[src/rtl/regfile_write_arbiter.sv]
// ---------------------------------------------------------------------------
// regfile_write_arbiter
//
// Shares the register file's single write port between two writeback
// sources (req0 = ALU, req1 = load / multi-cycle unit) using valid/ready
// handshakes and round-robin arbitration. It also keeps a pending-write
// scoreboard that decode claims destinations in, so decode can stall on
// RAW hazards.
//
// Ports:
//   clk, reset            clock and synchronous active-high reset
//   clk_enable            0 freezes the block: no handshakes, state held
//   req0_*/req1_*         writeback requests (valid/rd/data in, ready out)
//   claim_*               decode claims a destination register
//   read_reg_a/b, busy_a/b  hazard lookup, combinational from current state
//   write_enable, write_reg_rd, write_data
//                         registered write port to the register file
// ---------------------------------------------------------------------------
module regfile_write_arbiter #(
    parameter int DATA_WIDTH = 32,
    parameter int ADDR_WIDTH = 5,
    parameter int REG_COUNT  = 32
) (
    input  logic                  clk,
    input  logic                  reset,
    input  logic                  clk_enable,
    input  logic                  req0_valid,
    input  logic [ADDR_WIDTH-1:0] req0_rd,
    input  logic [DATA_WIDTH-1:0] req0_data,
    output logic                  req0_ready,
    input  logic                  req1_valid,
    input  logic [ADDR_WIDTH-1:0] req1_rd,
    input  logic [DATA_WIDTH-1:0] req1_data,
    output logic                  req1_ready,
    input  logic                  claim_valid,
    input  logic [ADDR_WIDTH-1:0] claim_rd,
    output logic                  claim_ready,
    input  logic [ADDR_WIDTH-1:0] read_reg_a,
    input  logic [ADDR_WIDTH-1:0] read_reg_b,
    output logic                  busy_a,
    output logic                  busy_b,
    output logic                  write_enable,
    output logic [ADDR_WIDTH-1:0] write_reg_rd,
    output logic [DATA_WIDTH-1:0] write_data
);

    logic [REG_COUNT-1:0]  pending_q, pending_d;
    // 1 = req1 won the last accepted handshake, 0 = req0 did
    logic                  last_grant_q, last_grant_d;
    logic                  write_enable_q, write_enable_d;
    logic [ADDR_WIDTH-1:0] write_reg_rd_q, write_reg_rd_d;
    logic [DATA_WIDTH-1:0] write_data_q, write_data_d;

    logic                  active;
    logic                  grant0, grant1;
    logic                  fire0, fire1;
    logic                  commit;
    logic [ADDR_WIDTH-1:0] commit_rd;
    logic [DATA_WIDTH-1:0] commit_data;
    logic                  claim_fire;

    assign active = clk_enable & ~reset;

    // A lone requester always wins; on a tie the one that did not win last.
    always_comb begin
        grant0 = req0_valid & (~req1_valid | last_grant_q);
        grant1 = req1_valid & (~req0_valid | ~last_grant_q);
    end

    assign req0_ready = grant0 & active;
    assign req1_ready = grant1 & active;
    assign fire0      = req0_valid & req0_ready;
    assign fire1      = req1_valid & req1_ready;

    always_comb begin
        commit      = fire0 | fire1;
        commit_rd   = '0;
        commit_data = '0;
        if (fire0) begin
            commit_rd   = req0_rd;
            commit_data = req0_data;
        end else if (fire1) begin
            commit_rd   = req1_rd;
            commit_data = req1_data;
        end
    end

    // A claim on a pending register is allowed if that register is being
    // committed in this same cycle; the claim then re-sets the bit.
    assign claim_ready = active & ((claim_rd == '0) | ~pending_q[claim_rd]
                                   | (commit & (commit_rd == claim_rd)));
    assign claim_fire  = claim_valid & claim_ready;

    assign busy_a = ~reset & pending_q[read_reg_a];
    assign busy_b = ~reset & pending_q[read_reg_b];

    // Clear before set so a same-cycle claim of the committed register wins.
    always_comb begin
        pending_d = pending_q;
        if (commit) begin
            pending_d[commit_rd] = 1'b0;
        end
        if (claim_fire) begin
            pending_d[claim_rd] = 1'b1;
        end
        pending_d[0] = 1'b0;

        last_grant_d = last_grant_q;
        if (fire1) begin
            last_grant_d = 1'b1;
        end else if (fire0) begin
            last_grant_d = 1'b0;
        end

        // Writes to $0 are accepted but never raise write_enable.
        write_enable_d = commit & (commit_rd != '0);
        write_reg_rd_d = write_reg_rd_q;
        write_data_d   = write_data_q;
        if (commit) begin
            write_reg_rd_d = commit_rd;
            write_data_d   = commit_data;
        end
    end

    always_ff @(posedge clk) begin
        if (reset) begin
            pending_q      <= '0;
            last_grant_q   <= 1'b1;
            write_enable_q <= 1'b0;
            write_reg_rd_q <= '0;
            write_data_q   <= '0;
        end else begin
            pending_q      <= pending_d;
            last_grant_q   <= last_grant_d;
            write_enable_q <= write_enable_d;
            write_reg_rd_q <= write_reg_rd_d;
            write_data_q   <= write_data_d;
        end
    end

    assign write_enable = write_enable_q;
    assign write_reg_rd = write_reg_rd_q;
    assign write_data   = write_data_q;

endmodule
[config.mk]
export PLATFORM = sky130hd
export DESIGN_NAME = regfile_write_arbiter
export DESIGN_NICKNAME = d
export VERILOG_FILES = /design/src/rtl/regfile_write_arbiter.sv
export SDC_FILE = /design/constraint.sdc
export NUM_CORES = 1
export LEC_CHECK = 0
export CAP_MARGIN = 40
export CORE_ASPECT_RATIO = 1.25
export CORE_UTILIZATION = 42
export DETAILED_ROUTE_END_ITERATION = 10
export GPL_ROUTABILITY_DRIVEN = 1
export PLACE_DENSITY = 0.78
export REMOVE_ABC_BUFFERS = 1
export SLEW_MARGIN = 20
export SYNTH_ARGS = -nofsm -noshare
export SYNTH_HDL_FRONTEND = slang
export SYNTH_SLANG_ARGS = --single-unit
export TNS_END_PERCENT = 10
[constraint.sdc]
create_clock -name clk -period 2.67 [get_ports clk]
set_clock_uncertainty 0.1 [all_clocks]
set_input_delay 0.534 -clock clk [delete_from_list [all_inputs] [get_ports clk]]
set_output_delay 0.534 -clock clk [all_outputs]
set_load 0.01 [all_outputs]
==> summary.md, run 1 <==
| Metric | Value |
|---|---|
| Clk root buf | `clkbuf_16` |
| Flop2flop setup slack | `0.22 ns` |
| Core ar. | `9610 um2` |
| Failing checks | `setup timing` |
| Rows | `40` |
| Drt first pass iters | `7` |
| Post-synthesis cell type count | `57` |
| Final WS setup | `-0.0894 ns` |
| Combinational fraction of design power | `0.228` |
| Setup violations, final | `3` |
| Sequential area share after synthesis | `0.339` |
| Placed insts | `784` |
| PwrDens | `420 nW/um2` |
| Final Critical Period | `2.76 ns` |
| Critical setup path kind | `in2out` |
| Final Non-Filler Cells | `807` |
| Layout cell share with drive strength beyond 1 | `0.282` |
| Global-route wire length before repair | `24,200 um` |
| Max Slew Vio Count | `0` |
| Ys async rst share | `0` |
| Gp weighted congestion | `0.977` |
| Critical Path Sink Type | `output port` |
| Via Count | `4,806` |
| Place WS | `-0.976 ns` |
| Initial Utilization | `0.430` |
| RSZ-0062 raised after global routing | `yes` |
| Number of H-tree levels | `3` |
| Maximum clock path buffer count | `2` |
| CP max FO | `5` |
| Mapped Area | `4140 um2` |
| Measured slew at the worst slew-check pin | `0.430 ns` |
| Clock Power Share | `0.377` |
| DRC viols | `0` |
| Io pins | `138` |
| Clock sinks | `70` |
| GRT overflow | `0` |
| CP Launch Type | `input pin` |
| Final period utilization | `1.03` |
| Number of CTS-inserted buffers | `9` |
| # diodes | `0` |
| CTS tree | `built` |
| DP Wirelength | `11,400 um` |
| Post-route ant nets | `0` |
| Max stage delay on crit path | `0.49 ns` |
| Total GRT Usage | `0.304` |
| Fill count | `761` |
| Seq pwr share | `0.395` |
| Largest net degree at the start of global routing | `51` |
| Total chip power | `2.82 mW` |
| CP Data Arrival Time | `2.13 ns` |
| Number of synthesized flops with an enable pin | `0` |
| Design area | `6710 um2` |
| Vias in the first global route | `4,711` |
| DP Area | `6190 um2` |
| Top_reg_cell synth | `dfxtp_1` |
| Maximum vdd ir drop | `0.000324 V` |
| Die Footprint | `10,300 um2` |
| Slew HR | `0.714` |
| Clk_lat worst skew | `0.33 ns` |
| Internal power | `2.09 mW` |
| Switching share of power | `0.258` |
| DR vias/cell | `5.96` |
| WP data required | `2.04 ns` |
| Psw | `729 uW` |
| Clock slew at reported path FFs | `0.05 ns` |
| #FFs+latches synth | `70` |
| Max Fclk | `0.362 GHz` |
| Max Cap Viol | `0` |
| Avg Cell Area, Syn | `8.75 um2` |
| Min-delay worst type | `reg2reg` |
| Die Y | `113 um` |
| NumNets Final | `773` |
| Antenna violations before repair | `0` |
| Initial DRC count | `530` |
| Syn Inst Count | `473` |
| Seq. cell area | `1420 um2` |
| Post-Route WL | `15,300 um` |
| CP max stage cell | `mux4_2` |
| Yosys warnings | `0` |
| Final hold viol count | `0` |
| P&R area growth vs syn | `62.2%` |
| Status | `complete, but fails checks` |
| Cell Chain, Critical Path | `buf_8 -> buf_12 -> mux4_2 -> nand4b_1 -> nand2_1 -> nor4_2 -> buf_4 -> a31oi_4 -> nor2_1 -> buf_2` |
| Pleak | `2.56 nW` |
| Die X-Extent | `90.8 um` |
| WL/cell | `18.9 um` |
| Area of the multi-input gates | `2580 um2` |
| Port bufs | `137` |
## synthesized netlist by cell type, drive strengths merged, types with 4 or more instances
cell type  instances  area, um2
buf               15        109
o31ai             21        158
mux2               6       67.6
nand3              6       35.0
nor2              50        188
o311ai             6       52.6
nand2             94        353
o21ai             17       85.1
dfxtp             70       1400
nand4              4       25.0
or2                4       25.0
o211ai            25        188
nand2b             8       52.6
a21oi              8       40.0
inv               11       41.3
mux4              24        541
clkbuf            27        101
a311oi            32        280
## registers in the layout, indices dropped and copies added, names as in the netlist
register	count
write_data	32
pending_q	31
write_reg_rd	5
last_grant_q	1
write_enable	1
## layer usage
layer,vias to the layer above,wire (um),track usage
met2,321,7390,0.517
met1,2247,5730,0.355
met3,50,1480,0.0712
met5,-,0,0
met4,0,657,0.159
li1,2188,-,-
## placed cells by master, fill, tap and decap left out, types with 5 or more instances in the layout
cell,n
mux2_2,5
dfxtp_2,11
o211ai_1,25
a311oi_1,32
inv_1,7
nand2_1,94
dlygate4sd2_1,7
nand2b_1,7
o31ai_1,21
buf_4,83
buf_12,6
dfxtp_1,58
o21ai_0,6
mux4_2,24
buf_6,9
a21oi_1,7
o21ai_1,10
clkdlybuf4s50_1,117
nor2_1,48
clkbuf_16,9
## path summary, 6_finish.rpt
kind,from,depth (start not counted),end
max,claim_rd[0],10,claim_ready
min,write_reg_rd[3],2,write_reg_rd[3]
max reg2reg,last_grant_q,8,pending_q[8]
min reg2reg,write_reg_rd[3],2,write_reg_rd[3]
## logic make-up (layout without fill, tap and decap cells)
kind of cell | Yosys count | after routing | share of synthesized area
simple gates | 187 | 187 | 0.203
compound gates | 129 | 129 | 0.241
flops | 70 | 70 | 0.339
buf+inv | 53 | 261 | 0.0608
mux | 32 | 32 | 0.152
xor+xnor | 2 | 2 | 0.00424
## power by group through the flow
stage	Clock, mW	Combinational [mW]	Sequential (mW)
after global placement	0	0.590	1.13
after global routing	1.12	0.687	1.12
after detailed placement	0	0.601	1.14
after floorplan	0	0.183	1.15
after CTS	1.08	0.639	1.11
final	1.06	0.644	1.11
## area by class of cell
cell class | count | area share
multi-input combinational | 350 | 0.384
timing repair buffer | 236 | 0.336
sequential | 70 | 0.211
clock buffer | 13 | 0.0373
tap | 126 | 0.0235
inverter | 11 | 0.00615
clock inverter | 1 | 0.00112
## worst max-delay path: cells and delay by family
family | cells | cell delay, ns
muxes | 1 | 0.49
AOI/OAI and AO/OA | 1 | 0.03
and+or+nand+nor | 4 | 0.54
buffers and inverters | 4 | 0.51
## stage by stage
step	TNS, ns	util	hold slack [ns]
after CTS	-0.194	0.698	0.367
after floorplan	-82.46	-	0.373
final	-0.191	0.698	0.363
after detailed placement	-15.33	0.644	0.359
after global placement	-15.16	0.644	0.348
after global routing	-0.376	0.698	0.378
## repair_timing
| item | 4_1_cts | 5_1_grt |
|---|---|---|
| endpoints found under the hold margin | 0 | 0 |
| gates cloned | 4 | 0 |
| buffers inserted | 5 | 0 |
| hold buffers | 0 | 0 |
| pin swaps | 12 | 3 |
| endpoints found under the setup margin | 29 | 3 |
| resized for setup | 105 | 6 |
(Power assumes the default switching activity.)
==> run 2, diff against run 1 <==
--- a/config.mk
+++ b/config.mk
@@ -7,10 +7,11 @@
 export LEC_CHECK = 0
 export CAP_MARGIN = 40
 export CORE_ASPECT_RATIO = 1.25
-export CORE_UTILIZATION = 42
+export CORE_MARGIN = 3
+export CORE_UTILIZATION = 45
 export DETAILED_ROUTE_END_ITERATION = 10
 export GPL_ROUTABILITY_DRIVEN = 1
-export PLACE_DENSITY = 0.78
+export PLACE_DENSITY = 0.8
 export REMOVE_ABC_BUFFERS = 1
 export SLEW_MARGIN = 20
 export SYNTH_ARGS = -nofsm -noshare
==> constraint.sdc (replaced) <==
create_clock -name clk -period 2.6 [get_ports clk]
set_clock_uncertainty 0.1 [all_clocks]
set_input_delay 0.52 -clock clk [delete_from_list [all_inputs] [get_ports clk]]
set_output_delay 0.52 -clock clk [all_outputs]
set_load 0.01 [all_outputs]
==> run 2 against run 1 <==
Effect of this change:
- the run still ends with setup timing left
- sequential power about the same
- wire length increased by 5.3%
- die area increased by 1.3%
- combinational power increased by 3%
- clock-buffer cell count decreased by 2
- power decreased by 0.81%
- cell area increased by 0.60%
==> summary.md, run 2 (same netlist as run 1, synthesis figures left out) <==
| Metric | Value |
|---|---|
| Status | `complete, but fails checks` |
| Failing checks | `setup timing` |
| Seq pwr share | `0.407 (+0.012)` |
| Global-route wire length before repair | `26,000 um (+7.4%)` |
| Io pins | `138 (unchanged)` |
| CP max FO | `3 (-2)` |
| WL met1 | `5580 um (-2.5%)` |
| Clock sinks | `70 (unchanged)` |
| RSZ-0062 raised after global routing | `yes` |
| Setup violations, final | `3 (unchanged)` |
| Antenna violations before repair | `0 (unchanged)` |
| Seq. cell area | `1420 um2 (+0.18%)` |
| Combinational fraction of design power | `0.236 (+0.008)` |
| Drt first pass iters | `5 (-2)` |
| CTS tree | `built` |
| Max reg flops | `32 (unchanged)` |
| Final Non-Filler Cells | `818 (+1.4%)` |
| Placed insts | `793 (+1.1%)` |
| Critical Path Sink Type | `output port` |
| Layout cell share with drive strength beyond 1 | `0.309 (+0.0275)` |
| Critical setup path kind | `reg2out` |
| Maximum clock path buffer count | `2 (unchanged)` |
| Most common cell after layout, fill and taps aside | `clkdlybuf4s50_1` |
| Clock slew at reported path FFs | `0.08 ns (+0.03 ns)` |
| Clk root buf | `clkbuf_8` |
| Commonest cells after routing, fill and taps aside | `clkdlybuf4s50_1, buf_4, nand2_1` |
| Max Slew Vio Count | `0 (unchanged)` |
| Slew HR | `0.680 (-0.0340)` |
| Final period utilization | `1.06` |
| Port bufs | `137 (unchanged)` |
| Final core occ | `0.767 (+0.0691)` |
| CP Data Arrival Time | `2.15 ns (+0.02 ns)` |
| Internal power | `2.05 mW (-2.1%)` |
| Min-delay worst type | `reg2reg` |
| WL/cell | `19.6 um (+3.9%)` |
| DRC viols | `0 (unchanged)` |
| Fill count | `606 (-20%)` |
| Die X-Extent | `91.8 um (+1.1%)` |
| Initial Utilization | `0.470 (+0.0398)` |
| Number of CTS-inserted buffers | `9 (unchanged)` |
| Die Y | `113 um (+0.21%)` |
| Maximum vdd ir drop | `0.000426 V (+31%)` |
| Met3 wire length | `1630 um (+9.6%)` |
| DP Wirelength | `12,000 um (+4.9%)` |
| Total chip power | `2.80 mW (-0.81%)` |
| Initial DRC count | `388 (-27%)` |
| Die Footprint | `10,400 um2 (+1.3%)` |
| Rows | `38 (-5.0%)` |
| Area of the multi-input gates | `2580 um2 (+0.29%)` |
| Number of H-tree levels | `3 (unchanged)` |
| Setup tns final | `-0.467 ns (-0.276 ns)` |
| P&R area growth vs syn | `63.2%` |
| Max Fclk | `0.362 GHz` |
| Post-Route WL | `16,100 um (+5.3%)` |
| DR vias/cell | `5.92 (-0.65%)` |
| Place WS | `-1.02 ns (-0.0409 ns)` |
| GRT overflow | `0 (unchanged)` |
| Psw | `749 uW (+2.8%)` |
| Clk_lat worst skew | `0.35 ns (+0.02 ns)` |
| Gp weighted congestion | `0.991 (+1.4%)` |
| WP data required | `1.98 ns (-0.06 ns)` |
| Final Critical Period | `2.77 ns` |
| Clock Power Share | `0.357 (-0.020)` |
| PwrDens | `415 nW/um2 (-1.4%)` |
| Hold buffers post-CTS | `0 (unchanged)` |
| # diodes | `0 (unchanged)` |
| Post-route ant nets | `0 (unchanged)` |
| CP Launch Type | `flop` |
| Max Cap Viol | `0 (unchanged)` |
| Max Used Layer | `met4` |
| Total GRT Usage | `0.318 (+0.0137)` |
| Vias in the first global route | `5,173 (+9.8%)` |
| Core ar. | `8800 um2 (-8.5%)` |
| Via Count | `4,840 (+0.71%)` |
| Final WS setup | `-0.166 ns (-0.0765 ns)` |
| Routed met2 length | `7910 um (+7.1%)` |
| Pleak | `2.60 nW (+1.5%)` |
| NumNets Final | `788 (+1.9%)` |
| Largest net degree at the start of global routing | `65 (+27%)` |
| Switching share of power | `0.268 (+0.00930)` |
| Final hold viol count | `0 (unchanged)` |
| Measured slew at the worst slew-check pin | `0.481 ns (+0.0510 ns)` |
run 2: cell types whose count changed in the layout (fill, tap and decap cells not counted), moves of 5 or more:
cell / delta
buf_4: +12
buf_6: +5
clkbuf_8: +9
clkbuf_16: -9
run 2: worst max-delay path, cell delays in order, from the launching register on:
cell	delay (ns)
dfxtp_2	0.34
buf_4	0.13
mux4_2	0.48
mux4_2	0.47
mux2i_1	0.16
nor2_1	0.06
buf_2	0.16
run 2: worst paths after layout:
kind                   start         endpoint  slack, ns  depth (start not counted)
min          write_reg_rd[3]  write_reg_rd[3]       0.36                          2
min reg2reg  write_reg_rd[3]  write_reg_rd[3]       0.36                          2
max             pending_q[7]           busy_b      -0.17                          6
max reg2reg     pending_q[4]     pending_q[8]       0.26                          9
run 2: power groups by stage:
stage,clock (mW),combinational [mW],sequential [mW]
2_1_floorplan,0,0.188,1.18
3_3_place_gp,0,0.613,1.16
3_5_place_dp,0,0.624,1.16
4_1_cts,1.01,0.654,1.14
5_1_grt,1.06,0.707,1.14
6_report,0.998,0.661,1.14
run 2: cell type report:
class	count	share of cell area
Inverter	11	0.00612
Clock buffer	11	0.0209
Tap cell	120	0.0222
Timing Repair Buffer	251	0.345
Clock inverter	5	0.0122
Sequential cell	70	0.211
Multi-Input combinational cell	350	0.383
run 2: what timing repair did:
action / in CTS / in global routing
buffers inserted: 5 / 1
cloned: 3 / 0
pin swaps: 8 / 8
setup endpoints to repair: 36 / 3
resized for setup: 95 / 15
run 2: through the flow:
stage          cell area (um2)  hold WS, ns
6_report                  6750        0.357
5_1_grt                   6750        0.399
4_1_cts                   6710        0.360
3_5_place_dp              6280        0.350
3_3_place_gp              6280        0.345
2_1_floorplan             3930        0.373
run 2: layer usage:
metal,GRT usage,up-vias
li1,-,2222
met1,0.332,2237
met2,0.556,311
met3,0.0938,70
met4,0.196,0
met5,0,-
